File: config.mk
export PLATFORM = sky130hd
export DESIGN_NAME = tlc_light_monitor
export DESIGN_NICKNAME = d
export VERILOG_FILES = /design/src/rtl/tlc_monitor_pkg.sv /design/src/rtl/tlc_head_checker.sv /design/src/rtl/tlc_light_monitor.sv
export SDC_FILE = /design/constraint.sdc
export NUM_CORES = 1
export LEC_CHECK = 0
export ABC_AREA = 1
export CAP_MARGIN = 20
export CORE_ASPECT_RATIO = 1.1
export CORE_MARGIN = 2
export CORE_UTILIZATION = 40
export CTS_BUF_LIST = sky130_fd_sc_hd__clkbuf_2
export CTS_CLUSTER_SIZE = 30
export DETAILED_ROUTE_END_ITERATION = 8
export PLACE_DENSITY = 0.68
export REMOVE_ABC_BUFFERS = 1
export SYNTH_ARGS = -nofsm -noshare
export SYNTH_HDL_FRONTEND = slang
export SYNTH_HIERARCHICAL = 1
export SYNTH_SLANG_ARGS = --single-unit
File: constraint.sdc
create_clock -name clk -period 2.2 [get_ports clk]
set_clock_uncertainty 0.2 [all_clocks]
set_input_delay 0.22 -clock clk [delete_from_list [all_inputs] [get_ports clk]]
set_output_delay 0.22 -clock clk [all_outputs]
set_load 0.02 [all_outputs]
File: src/rtl/tlc_monitor_pkg.sv
// ============================================================================
// Module      : tlc_monitor_pkg
// Description : Shared light encodings, fault codes and encoding helper for
//               the traffic-light safety monitor.
// Revision    : 1.0  initial release
// ============================================================================
`default_nettype none

package tlc_monitor_pkg;

    localparam logic [2:0] GREEN  = 3'b001;
    localparam logic [2:0] YELLOW = 3'b010;
    localparam logic [2:0] RED    = 3'b100;

    // Numeric order doubles as priority order: lower code wins.
    typedef enum logic [2:0] {
        FLT_NONE         = 3'd0,
        FLT_ENCODING     = 3'd1,
        FLT_CONFLICT     = 3'd2,
        FLT_SEQUENCE     = 3'd3,
        FLT_YELLOW_SHORT = 3'd4,
        FLT_CLEARANCE    = 3'd5,
        FLT_STUCK        = 3'd6
    } fault_code_t;

    function automatic logic is_onehot(input logic [2:0] code);
        return (code == GREEN) || (code == YELLOW) || (code == RED);
    endfunction

endpackage

`default_nettype wire

File: src/rtl/tlc_head_checker.sv
// ============================================================================
// Module      : tlc_head_checker
// Description : Per-head encoding, transition and yellow-duration checks.
// Revision    : 1.0  initial release
// ============================================================================
`default_nettype none

module tlc_head_checker
    import tlc_monitor_pkg::*;
#(
    parameter int YELLOW_MIN = 4,
    parameter int CW         = 8
) (
    input  logic       clk,
    input  logic       rst,
    input  logic [2:0] light,
    output logic       enc_err,
    output logic       seq_err,
    output logic       yellow_short,
    output logic       entering_green
);

    localparam logic [CW-1:0] c_yellow_min = CW'(YELLOW_MIN);
    localparam logic [CW-1:0] c_cnt_max    = '1;
    localparam logic [CW-1:0] c_one        = CW'(1);

    logic [2:0]    r_prev;
    logic [CW-1:0] r_yellow_cnt;
    logic          w_valid;
    logic          w_legal;

    always_comb begin
        w_valid        = is_onehot(light);
        w_legal        = (light == r_prev)
                       || ((r_prev == GREEN)  && (light == YELLOW))
                       || ((r_prev == YELLOW) && (light == RED))
                       || ((r_prev == RED)    && (light == GREEN));
        enc_err        = !w_valid;
        seq_err        = w_valid && !w_legal;
        yellow_short   = (r_prev == YELLOW) && (light == RED) && (r_yellow_cnt < c_yellow_min);
        entering_green = (r_prev == RED) && (light == GREEN);
    end

    // r_yellow_cnt holds the number of consecutive yellow samples seen,
    // including the first one, so a yellow held N cycles reads N at the red edge.
    always_ff @(posedge clk or posedge rst) begin
        if (rst) begin
            r_prev       <= RED;
            r_yellow_cnt <= '0;
        end else begin
            r_prev <= light;
            if (light == YELLOW) begin
                if (r_prev != YELLOW) begin
                    r_yellow_cnt <= c_one;
                end else if (r_yellow_cnt != c_cnt_max) begin
                    r_yellow_cnt <= r_yellow_cnt + c_one;
                end
            end
        end
    end

endmodule

`default_nettype wire

File: src/rtl/tlc_light_monitor.sv
// ============================================================================
// Module      : tlc_light_monitor
// Description : Traffic-light safety monitor with sticky first-fault latch.
//               Optional fault event counter enabled by TLC_FAULT_COUNT_EN.
// Revision    : 1.0  initial release
// ============================================================================
`default_nettype none

module tlc_light_monitor
    import tlc_monitor_pkg::*;
#(
    parameter int YELLOW_MIN = 4,
    parameter int ALLRED_MIN = 0,
    parameter int STUCK_MAX  = 64,
    parameter int CW         = 8
) (
    input  logic       clk,
    input  logic       rst,
    input  logic [2:0] light_NS,
    input  logic [2:0] light_EW,
    input  logic       fault_clr,
    output logic       fault,
    output logic [2:0] fault_code,
    output logic       flash_req,
    output logic [7:0] fault_count
);

    localparam logic [CW-1:0] c_cnt_max    = '1;
    localparam logic [CW-1:0] c_one        = CW'(1);
    localparam logic [CW-1:0] c_stuck_last = CW'(STUCK_MAX - 1);

    logic          ns_enc, ns_seq, ns_ys, ns_green;
    logic          ew_enc, ew_seq, ew_ys, ew_green;
    logic [5:0]    r_prev_pair;
    logic [CW-1:0] r_allred_cnt;
    logic [CW-1:0] r_stuck_cnt;
    logic          r_fault;
    fault_code_t   r_code;
    logic          w_conflict, w_both_red, w_same, w_stuck, w_clearance, w_violation;
    fault_code_t   w_code;

    tlc_head_checker #(.YELLOW_MIN(YELLOW_MIN), .CW(CW)) u_head_ns (
        .clk(clk), .rst(rst), .light(light_NS),
        .enc_err(ns_enc), .seq_err(ns_seq), .yellow_short(ns_ys), .entering_green(ns_green)
    );

    tlc_head_checker #(.YELLOW_MIN(YELLOW_MIN), .CW(CW)) u_head_ew (
        .clk(clk), .rst(rst), .light(light_EW),
        .enc_err(ew_enc), .seq_err(ew_seq), .yellow_short(ew_ys), .entering_green(ew_green)
    );

    generate
        if (ALLRED_MIN > 0) begin : g_clearance
            localparam logic [CW-1:0] c_allred_min = CW'(ALLRED_MIN);
            assign w_clearance = (ns_green || ew_green) && (r_allred_cnt < c_allred_min);
        end else begin : g_no_clearance
            assign w_clearance = 1'b0;
        end
    endgenerate

    // Stuck fires only on the sample that brings the counter to STUCK_MAX;
    // afterwards the counter moves past it, so a held pair reports once.
    always_comb begin
        w_conflict = (light_NS != RED) && (light_EW != RED);
        w_both_red = (light_NS == RED) && (light_EW == RED);
        w_same     = ({light_NS, light_EW} == r_prev_pair);
        w_stuck    = w_same && (r_stuck_cnt == c_stuck_last);

        w_code = FLT_NONE;
        if (ns_enc || ew_enc)      w_code = FLT_ENCODING;
        else if (w_conflict)       w_code = FLT_CONFLICT;
        else if (ns_seq || ew_seq) w_code = FLT_SEQUENCE;
        else if (ns_ys || ew_ys)   w_code = FLT_YELLOW_SHORT;
        else if (w_clearance)      w_code = FLT_CLEARANCE;
        else if (w_stuck)          w_code = FLT_STUCK;
        w_violation = (w_code != FLT_NONE);
    end

    always_ff @(posedge clk or posedge rst) begin
        if (rst) begin
            r_prev_pair  <= {RED, RED};
            r_allred_cnt <= c_cnt_max;
            r_stuck_cnt  <= '0;
        end else begin
            r_prev_pair <= {light_NS, light_EW};
            if (!w_both_red)                    r_allred_cnt <= '0;
            else if (r_allred_cnt != c_cnt_max) r_allred_cnt <= r_allred_cnt + c_one;
            if (!w_same)                        r_stuck_cnt  <= '0;
            else if (r_stuck_cnt != c_cnt_max)  r_stuck_cnt  <= r_stuck_cnt + c_one;
        end
    end

    // A violation coinciding with a clear re-latches with the new code.
    always_ff @(posedge clk or posedge rst) begin
        if (rst) begin
            r_fault <= 1'b0;
            r_code  <= FLT_NONE;
        end else if (w_violation && (!r_fault || fault_clr)) begin
            r_fault <= 1'b1;
            r_code  <= w_code;
        end else if (!w_violation && fault_clr) begin
            r_fault <= 1'b0;
            r_code  <= FLT_NONE;
        end
    end

`ifdef TLC_FAULT_COUNT_EN
    logic [7:0] r_fault_count;

    always_ff @(posedge clk or posedge rst) begin
        if (rst) begin
            r_fault_count <= 8'd0;
        end else if (w_violation && (r_fault_count != 8'hFF)) begin
            r_fault_count <= r_fault_count + 8'd1;
        end
    end

    assign fault_count = r_fault_count;
`else
    assign fault_count = 8'd0;
`endif

    assign fault      = r_fault;
    assign fault_code = r_code;
    assign flash_req  = r_fault;

endmodule

`default_nettype wire

==> results of run 1 <==
worst max-delay path by stage:
| stage | end | slack [ps] | cells after the start |
|---|---|---|---|
| 2_1_floorplan | fault_code[0] | 400 | 12 |
| 3_3_place_gp | fault_code[2] | -80 | 15 |
| 3_5_place_dp | fault_code[2] | -100 | 15 |
| 4_1_cts | fault_code[1] | 160 | 12 |
| 5_1_grt | fault_code[2] | -7 | 11 |
| 6_report | fault_code[2] | 210 | 14 |
power by group:
part / switching, uW / leakage, uW / internal [uW]
Combinational: 130 / 0.000974 / 98.3
Sequential: 32.1 / 0.000511 / 774
Clock: 255 / 0.0000390 / 190
metal layers:
metal | GRT usage, % | wire length [um]
met3 | 3.22 | 124
met2 | 25.8 | 2330
met5 | 0 | 0
met4 | 6.11 | 71
met1 | 18.7 | 2310
state kept, by name (all words and copies together) (netlist names):
name                    count
fault_code                  3
fault                       1
u_head_ew/r_prev            3
r_prev_pair                 6
u_head_ns/r_prev            3
r_stuck_cnt                 8
u_head_ns/r_yellow_cnt      8
u_head_ew/r_yellow_cnt      8
worst max-delay path: cells and delay by family (launching register included):
| family | cells | cell delay [ps] |
|---|---|---|
| buffers and inverters | 2 | 180 |
| and+or+nand+nor | 12 | 880 |
| DFF | 1 | 610 |
per-stage QoR:
step | std cells | TNS, ps | power (uW)
finish | 472 | 0 | 1480
global route | 472 | -7.01 | 1570
CTS | 470 | 0 | 1500
detailed placement | 461 | -415 | 1040
global placement | 461 | -305 | 1040
floorplan | 350 | 0 | 953
what timing repair did:
item	in CTS	in global routing
hold buffers	1	0
endpoints found under the hold margin	36	0
setup endpoints to repair	0	3
buffers inserted	0	2
resized for setup	0	4
cell type report:
class | count | share of cell area [%]
clock buffers | 5 | 0.854
multi-input cells | 249 | 42.3
inverters | 61 | 7.81
flip-flops and latches | 40 | 34.3
well taps | 80 | 3.41
clock inverters | 3 | 1.45
repair buffers | 34 | 9.90
==> reports/results.ini, run 1 <==
[outcome]
status=finished, final reports clean

[placed_design]
portBuffers=13
pre_cts_slack_ps=-97.7
gp_congestion=0.853
place_hpwl_um=3600
placed_cell_area_sq_um=2820

[route]
vias_per_cell=4.65
ant_nets=0
wl_per_cell_um=10.3
route.detailed.drc=0
drt_first_pass_iters=4
via_count=2195
routed_wl_um=4840
drt-initial-drc-count=55

[critical_path]
regToRegStartpoint=u_head_ew/r_prev[2]
path_cells=buf_4, nor2_4, nand2_1, nand3_1, nor2_1, nor2_1, nand2_1, inv_1, nand2_1, nand2_1, nand2_1, nand2_1, nand3_1, nand2_1
cp_slowest_stage_delay_ps=610
worst_ep_required_time_ps=2310
cp-startpoint=u_head_ew/r_prev[2]
crit_path_top_delay_cell=dfstp_2
reg2reg_to=fault_code[2]
cp_max_fo=5
path_common_cell=nand2_1
critPathLaunchType=flop
cp.arrival_ps=2100
r2r_slack_ps=210
crit_path_end_kind=flop
r2r_cells=14
worstSetupPathType=reg -> reg

[final_layout]
n_antenna_cell=0
drive_above_1_share_pct=17.1
stdcell_area_sq_um=2930
final_common_cell=nand2_1
fin_nets=403
final_cell_mix=nand2_1, inv_1, dfrtp_1, nand3_1, nor2_1
multi_input_area_sq_um=1240
final_util_pct=47.9
seqCellArea_sq_um=1010
area_delta_synth_final_pct=16.8
n_fill_cell=613

[die]
placementRows=30
core_area_sq_um=6120
die_area_sq_um=6930
dieWidth_um=79.5
start_util_pct=41.0
fp.dieH_um=87.1
io_pins=22

[grt]
grt_pass1_vias=2057
grt_max_degree=19
grtUsageTotal_pct=15.2
grt_pass1_wl_um=8380
gr-total-overflow=0
antenna_found_initial=0

[logic_synthesis]
syn_area_per_cell_sq_um=7.11
syn_inst=353
synth_area_sq_um=2510
yosys_warnings=6

[sta]
finalCriticalPeriod_ps=1990
min_period_over_period_pct=90.3
maxSlewViolCount=0
fmax_mhz=503
timing.hold.ws_ps=162
hold_viol=0
setup_viol=0
finalWorstSetupSlack_ps=213

[cts]
clkSlewWorstSetupHoldPaths_ps=240
cts_buffers=5
cts_tree=done
cts_max_path_buffers=2
cts_root_buffer=clkbuf_2
clkSinkCount=40
htree_num_levels=2
clkLatencyLatePin_ps=420

[power]
p_per_area_nw_per_um2=505
ir_drop_mv=0.191
power.leakage_uw=0.00152

[flow_run]
maxCapViolCount=0

[worst_hold_path]
min_to=u_head_ns/r_prev[2]
hold_path.class=in -> reg
hold_depth=2
worst_hold_startpoint=light_NS[2]

Power figures use the tool's default switching activity.
==> run 2, diff against run 1 <==
Settings changed: CAP_MARGIN 20 to unset.
==> results of run 2 <==
No change in the layout: final DEF, timing and power equal those of run 1.
==> run 3, diff against run 2 <==
Settings changed: CAP_MARGIN set to 20.
==> results of run 3 <==
No change in the layout: final DEF, timing and power equal those of run 1.
